`src/rtl/branch_predictor_pkg.sv`:
```
// Shared constants for the fetch-side branch predictor and the PC select logic.
//   - 2-bit confidence counter encodings
//   - sequential PC increment
//   - PC source select codes consumed by the fetch PC mux
package branch_predictor_pkg;

  typedef enum logic [1:0] {
    CTR_SNT = 2'b00,
    CTR_WNT = 2'b01,
    CTR_WT  = 2'b10,
    CTR_ST  = 2'b11
  } ctr_e;

  localparam int PC_INC = 4;

  typedef enum logic [1:0] {
    PCSRC_SEQ      = 2'b00,
    PCSRC_BRANCH   = 2'b01,
    PCSRC_JUMP     = 2'b10,
    PCSRC_REDIRECT = 2'b11
  } pcsrc_e;

endpackage

```
`src/rtl/branch_predictor_sat_counter2.sv`:
```
// 2-bit saturating up/down counter step (combinational).
// Ports:
//   ctr_in  : current counter value
//   up      : 1 = step towards strongly taken, 0 = towards strongly not taken
//   ctr_out : next counter value, held at the end points
module sat_counter2
  import branch_predictor_pkg::*;
(
  input  logic [1:0] ctr_in,
  input  logic       up,
  output logic [1:0] ctr_out
);

  always_comb begin
    ctr_out = ctr_in;
    if (up) begin
      if (ctr_in != CTR_ST) ctr_out = ctr_in + 2'd1;
    end else begin
      if (ctr_in != CTR_SNT) ctr_out = ctr_in - 2'd1;
    end
  end

endmodule

```
`src/rtl/branch_predictor.sv`:
```
// Fetch-side branch predictor: direct-mapped BTB with 2-bit confidence counters,
// mispredict detection against the prediction carried down to EX, and
// saturating resolution statistics.
// Ports:
//   clk, rst                     : clock, synchronous active-high reset
//   if_pc                        : fetch PC being looked up
//   pred_taken, pred_target      : combinational prediction for if_pc
//   ex_branch, ex_pc, ex_taken,
//   ex_target                    : resolving conditional branch and its real outcome
//   ex_pred_taken, ex_pred_target: prediction that travelled with that branch
//   mispredict, correct_pc       : combinational flush/redirect request
//   stat_branches, stat_miss     : saturating resolved-branch / mispredict counts
module branch_predictor
  import branch_predictor_pkg::*;
#(
  parameter int ENTRIES = 16,
  parameter int PC_W    = 32,
  parameter int STAT_W  = 16
) (
  input  logic              clk,
  input  logic              rst,
  input  logic [PC_W-1:0]   if_pc,
  output logic              pred_taken,
  output logic [PC_W-1:0]   pred_target,
  input  logic              ex_branch,
  input  logic [PC_W-1:0]   ex_pc,
  input  logic              ex_taken,
  input  logic [PC_W-1:0]   ex_target,
  input  logic              ex_pred_taken,
  input  logic [PC_W-1:0]   ex_pred_target,
  output logic              mispredict,
  output logic [PC_W-1:0]   correct_pc,
  output logic [STAT_W-1:0] stat_branches,
  output logic [STAT_W-1:0] stat_miss
);

  localparam int IDX_W = $clog2(ENTRIES);
  localparam int TAG_W = PC_W - IDX_W - 2;
  localparam logic [PC_W-1:0] PC_STEP = PC_W'(PC_INC);

  logic [ENTRIES-1:0] valid_mem;
  logic [TAG_W-1:0]   tag_mem    [ENTRIES];
  logic [PC_W-1:0]    target_mem [ENTRIES];
  logic [1:0]         ctr_mem    [ENTRIES];

  logic [IDX_W-1:0] if_idx, ex_idx;
  logic [TAG_W-1:0] if_tag, ex_tag;
  logic             if_hit, ex_hit;
  logic [1:0]       ctr_next;

  assign if_idx = if_pc[IDX_W+1:2];
  assign if_tag = if_pc[PC_W-1:IDX_W+2];
  assign ex_idx = ex_pc[IDX_W+1:2];
  assign ex_tag = ex_pc[PC_W-1:IDX_W+2];

  // Lookup reads the table as it stands before this cycle's update (no bypass).
  assign if_hit = valid_mem[if_idx] && (tag_mem[if_idx] == if_tag);
  assign ex_hit = valid_mem[ex_idx] && (tag_mem[ex_idx] == ex_tag);

  // The table may still hold pre-reset contents during the first reset cycle,
  // so the prediction is forced to fall-through while rst is high.
  assign pred_taken  = !rst && if_hit && ctr_mem[if_idx][1];
  assign pred_target = pred_taken ? target_mem[if_idx] : if_pc + PC_STEP;

  assign mispredict = ex_branch &&
                      ((ex_taken != ex_pred_taken) ||
                       (ex_taken && (ex_target != ex_pred_target)));
  assign correct_pc = ex_taken ? ex_target : ex_pc + PC_STEP;

  sat_counter2 u_ctr (
    .ctr_in  (ctr_mem[ex_idx]),
    .up      (ex_taken),
    .ctr_out (ctr_next)
  );

  always_ff @(posedge clk) begin
    if (rst) begin
      valid_mem     <= '0;
      stat_branches <= '0;
      stat_miss     <= '0;
      for (int i = 0; i < ENTRIES; i++) begin
        tag_mem[i]    <= '0;
        target_mem[i] <= '0;
        ctr_mem[i]    <= CTR_WNT;
      end
    end else if (ex_branch) begin
      if (ex_hit) begin
        ctr_mem[ex_idx] <= ctr_next;
        if (ex_taken) target_mem[ex_idx] <= ex_target;
      end else if (ex_taken) begin
        // Allocation evicts whatever aliased into this slot.
        valid_mem[ex_idx]  <= 1'b1;
        tag_mem[ex_idx]    <= ex_tag;
        target_mem[ex_idx] <= ex_target;
        ctr_mem[ex_idx]    <= CTR_WT;
      end
      if (stat_branches != '1) stat_branches <= stat_branches + 1'b1;
      if (mispredict && (stat_miss != '1)) stat_miss <= stat_miss + 1'b1;
    end
  end

endmodule

```
`config.mk`:
```
export PLATFORM = sky130hd
export DESIGN_NAME = branch_predictor
export DESIGN_NICKNAME = d
export VERILOG_FILES = /design/src/rtl/branch_predictor_pkg.sv /design/src/rtl/branch_predictor_sat_counter2.sv /design/src/rtl/branch_predictor.sv
export SDC_FILE = /design/constraint.sdc
export NUM_CORES = 2
export LEC_CHECK = 0
export CAP_MARGIN = 20
export CORE_ASPECT_RATIO = 1.2
export CORE_MARGIN = 4
export CORE_UTILIZATION = 56
export CTS_CLUSTER_DIAMETER = 30
export CTS_CLUSTER_SIZE = 30
export DETAILED_ROUTE_END_ITERATION = 10
export HOLD_SLACK_MARGIN = 0.03
export PLACE_DENSITY_LB_ADDON = 0.25
export SLEW_MARGIN = 20
export SYNTH_ARGS = -nofsm -noshare
export SYNTH_HDL_FRONTEND = slang
export SYNTH_SLANG_ARGS = --single-unit
```
`constraint.sdc`:
```
create_clock -name clk -period 7.3 [get_ports clk]
set_input_delay 1.46 -clock clk [delete_from_list [all_inputs] [get_ports clk]]
set_output_delay 1.46 -clock clk [all_outputs]
set_load 0.005 [all_outputs]
```
==> results.yml <==
outcome:
  status: "finished clean"
power_and_ir_drop:
  p_clk_share_pct: 48.8
  p_total_mw: 16.40
  power_density_nw_per_um2: 264.5
  switchingPower_mw: 4.032
  internal_power_mw: 12.37
  vdd_drop_max_uv: 249.9
  p_leak_nw: 22.32
  combPwrFrac_pct: 10.0
  swShare_pct: 24.59
  seq_power_share_pct: 41.2
timing:
  tns_ns: 0
  setup_ws_ns: 0.3417
  relSlewSlack_pct: 17.77
  grt_setup_unrepaired: "false"
  post-route-period-util_pct: 95.32
  worst-slew-pin-transition_ns: 1.233
  clock_skew_ns: 0.03130
  slew_viol_final: 0
  clock.fmax_mhz: 143.7
  hold_viol: 0
  fin_crit_ns: 6.958
  setup_viol: 0
route:
  drc: 0
  dr_wl_met3_um: 22020
  via_per_inst: 6.796
  antenna_left: 0
  vias: 35710
  dr.pass1.iters: 7
  wirelength_um: 178000
  drt-met1-wl_um: 59450
  detail_route.wl_per_cell_um: 33.88
  top_layer: "met5"
  dr_wl_met2_um: 83220
  drtIter0Drc: 5144
floorplan:
  die_area_um2: 98060
  io_pins: 231
  core-area_um2: 92350
  dieHeight_um: 342.2
  rows: 122
  die_w_um: 286.5
  start_util_pct: 56.45
global_route:
  grt_pass1_wl_um: 252300
  grt_start_max_net_pins: 129
  grt_pass1_vias: 35730
  grt.overflow.total: 0
  antenna_found_initial: 17
  grt.total_usage_pct: 36.23
yosys:
  synthFlopType: "edfxtp_1"
  synth-seq-cells: 1008
  synth_cells: 3635
  synth.distinct_cells: 71
  avgSynthCellArea_um2: 14.34
  synth_warnings: 0
  synthesis.area_um2: 52130
  synth_edf_count: 960
  synth-seq-area-share_pct: 57.14
  synthArstFlopShare_pct: 0
  synthesis.nets: 3775
setup_path:
  critPathKind: "in -> out"
  required_ns: 5.84
  critPathMaxFanout: 42
  critical_path_arrival_ns: 5.50
  reg2regPathDepth: 9
  rrSetupSlack_ns: 2.76
  endpoint_kind: "output pin"
  cp-start-kind: "input port"
placement:
  dp_hpwl_um: 108500
  gpl.final_weighted_congestion: 1.025
  placedInstanceArea_um2: 56180
  io_buffers: 230
  pre_cts_slack_ns: 0.4147
finish:
  final_area_um2: 62000
  final_nets: 4003
  area_growth_syn_to_layout_pct: 18.94
  drive_gt1_share_pct: 22.66
worst_hold_path:
  whs_path_depth: 1
  hold_class: "reg -> reg"
clocking:
  clock-sinks: 1008
  cts_max_level: 4
  root_buffer: "clkbuf_16"
  cts_tree: "built"
  clockBufferDepth: 3
  post_cts_resize_count: 0
  cts_setup_buffers: 0
  clk_latency_ns: 0.76
  hold_buffers: 0
  cts_buffers: 166
  clk_pin_slew_ns: 0.05
flow_run:
  maxCapViolCount: 0
## layout make-up
class | instances | area [µm²]
tap | 1240 | 1551
inverter | 25 | 93.84
sequential | 1008 | 29790
fill | 6330 | 30350
antenna | 12 | 30.03
timing repair buffer | 408 | 3822
clock inverter | 124 | 1434
clock buffer | 183 | 4303
multi-input combinational | 2254 | 20980
## per-stage QoR
stage	util, %	hold WS, ns	instances
after floorplan	-	0.4432	3635
after global routing	67.12	0.5097	5245
final	67.14	0.4816	5254
after detailed placement	60.84	0.4674	4933
after CTS	67.05	0.4806	5240
after global placement	60.84	0.4548	4933
## cells in the mapped netlist (9+ instances only)
library cell  instances  area [µm²]
a21o_1               20       150.1
a21oi_1              18       90.09
a22o_1               15       131.4
a22oi_1              17       127.6
a31oi_1              13       81.33
a41o_1                9       90.09
and2_1              749        4686
and3_1              162        1013
buf_1                27       101.4
buf_2                35       175.2
buf_4                 9       67.56
clkbuf_1            268        1006
dfxtp_1              48       960.9
edfxtp_1            960       28830
inv_1                19       71.32
mux2_1               29       326.6
mux2_2               10       112.6
mux2i_1             105        1051
mux4_2              369        8310
nand2_1             115       431.7
nand3_1              46       230.2
nand4_1              28       175.2
nor2_1               82       307.8
nor2b_1              16       100.1
nor3_1               21       105.1
nor4_1               74       462.9
o211ai_1             10       75.07
o21ai_0              54       270.3
o21ai_1              20       100.1
or2_1                17       106.4
or2_2                11       68.82
xnor2_1              73       639.4
xor2_1               87       762.0
## registers in the layout, indices dropped and copies added (netlist names)
name,flops
ctr_mem,32
stat_branches,16
stat_miss,16
tag_mem,416
target_mem,512
valid_mem,16
## power by group through the flow
stage | Clock [mW] | Sequential [mW] | Combinational (mW)
final | 7.99 | 6.76 | 1.64
after global routing | 8.31 | 6.78 | 1.69
after CTS | 8.01 | 6.75 | 1.61
after detailed placement | 0 | 6.86 | 1.60
after global placement | 0 | 6.85 | 1.59
after floorplan | 0 | 6.81 | 0.909
## worst paths after layout
path	startpoint	end
min	valid_mem[12]$_SDFFE_PP0P_	valid_mem[12]$_SDFFE_PP0P_
max reg2reg	tag_mem[12][9]$_SDFFCE_PN0P_	tag_mem[2][17]$_SDFFCE_PN0P_
max	if_pc[2]	pred_target[13]
min reg2reg	valid_mem[12]$_SDFFE_PP0P_	valid_mem[12]$_SDFFE_PP0P_
## cell usage in the layout (no fill, tap or decap), types with 13 or more instances in the layout
master           instances
a21o_1                  20
a21oi_1                 18
a22o_1                  15
a22oi_1                 17
a31oi_1                 13
and2_1                 749
and3_1                 156
buf_4                  167
bufinv_16               21
clkbuf_1                13
clkbuf_16              170
clkdlybuf4s50_1        220
clkinv_1                27
clkinv_2                18
clkinvlp_4              21
dfxtp_1                 48
edfxtp_1               960
inv_1                   19
inv_6                   14
mux2_1                  29
mux2i_1                105
mux4_2                 369
nand2_1                114
nand3_1                 46
nand4_1                 28
nor2_1                  74
nor3_1                  21
nor4_1                  74
o21ai_0                 48
o21ai_1                 20
or2_1                   13
or2_2                   15
xnor2_1                 73
xor2_1                  87
## cells by family after synthesis
logic type	count (synthesis)	synth area share [%]
xor+xnor	160	2.688
buf+inv	373	2.971
compound gates	226	3.022
fa+ha+maj	7	0.1680
flops	1008	57.14
mux	513	18.80
simple gates	1348	15.21
## worst max-delay path, cell delays in order
cell and delay [ns]:
buf_8 0.45, buf_12 0.26, buf_4 0.17, mux4_2 0.49
mux4_2 0.56, xor2_1 0.17, nor4_1 0.34, buf_4 0.18
nand4_1 0.13, buf_12 0.22, mux2_1 0.43, clkdlybuf4s50_1 0.57
## routing by layer
metal | GRT usage (%) | vias up
li1 | - | 14330
met1 | 44.92 | 17850
met4 | 22.62 | 10
met3 | 10.29 | 694
met5 | 0 | -
met2 | 56.63 | 2823
(Power assumes the default switching activity.)
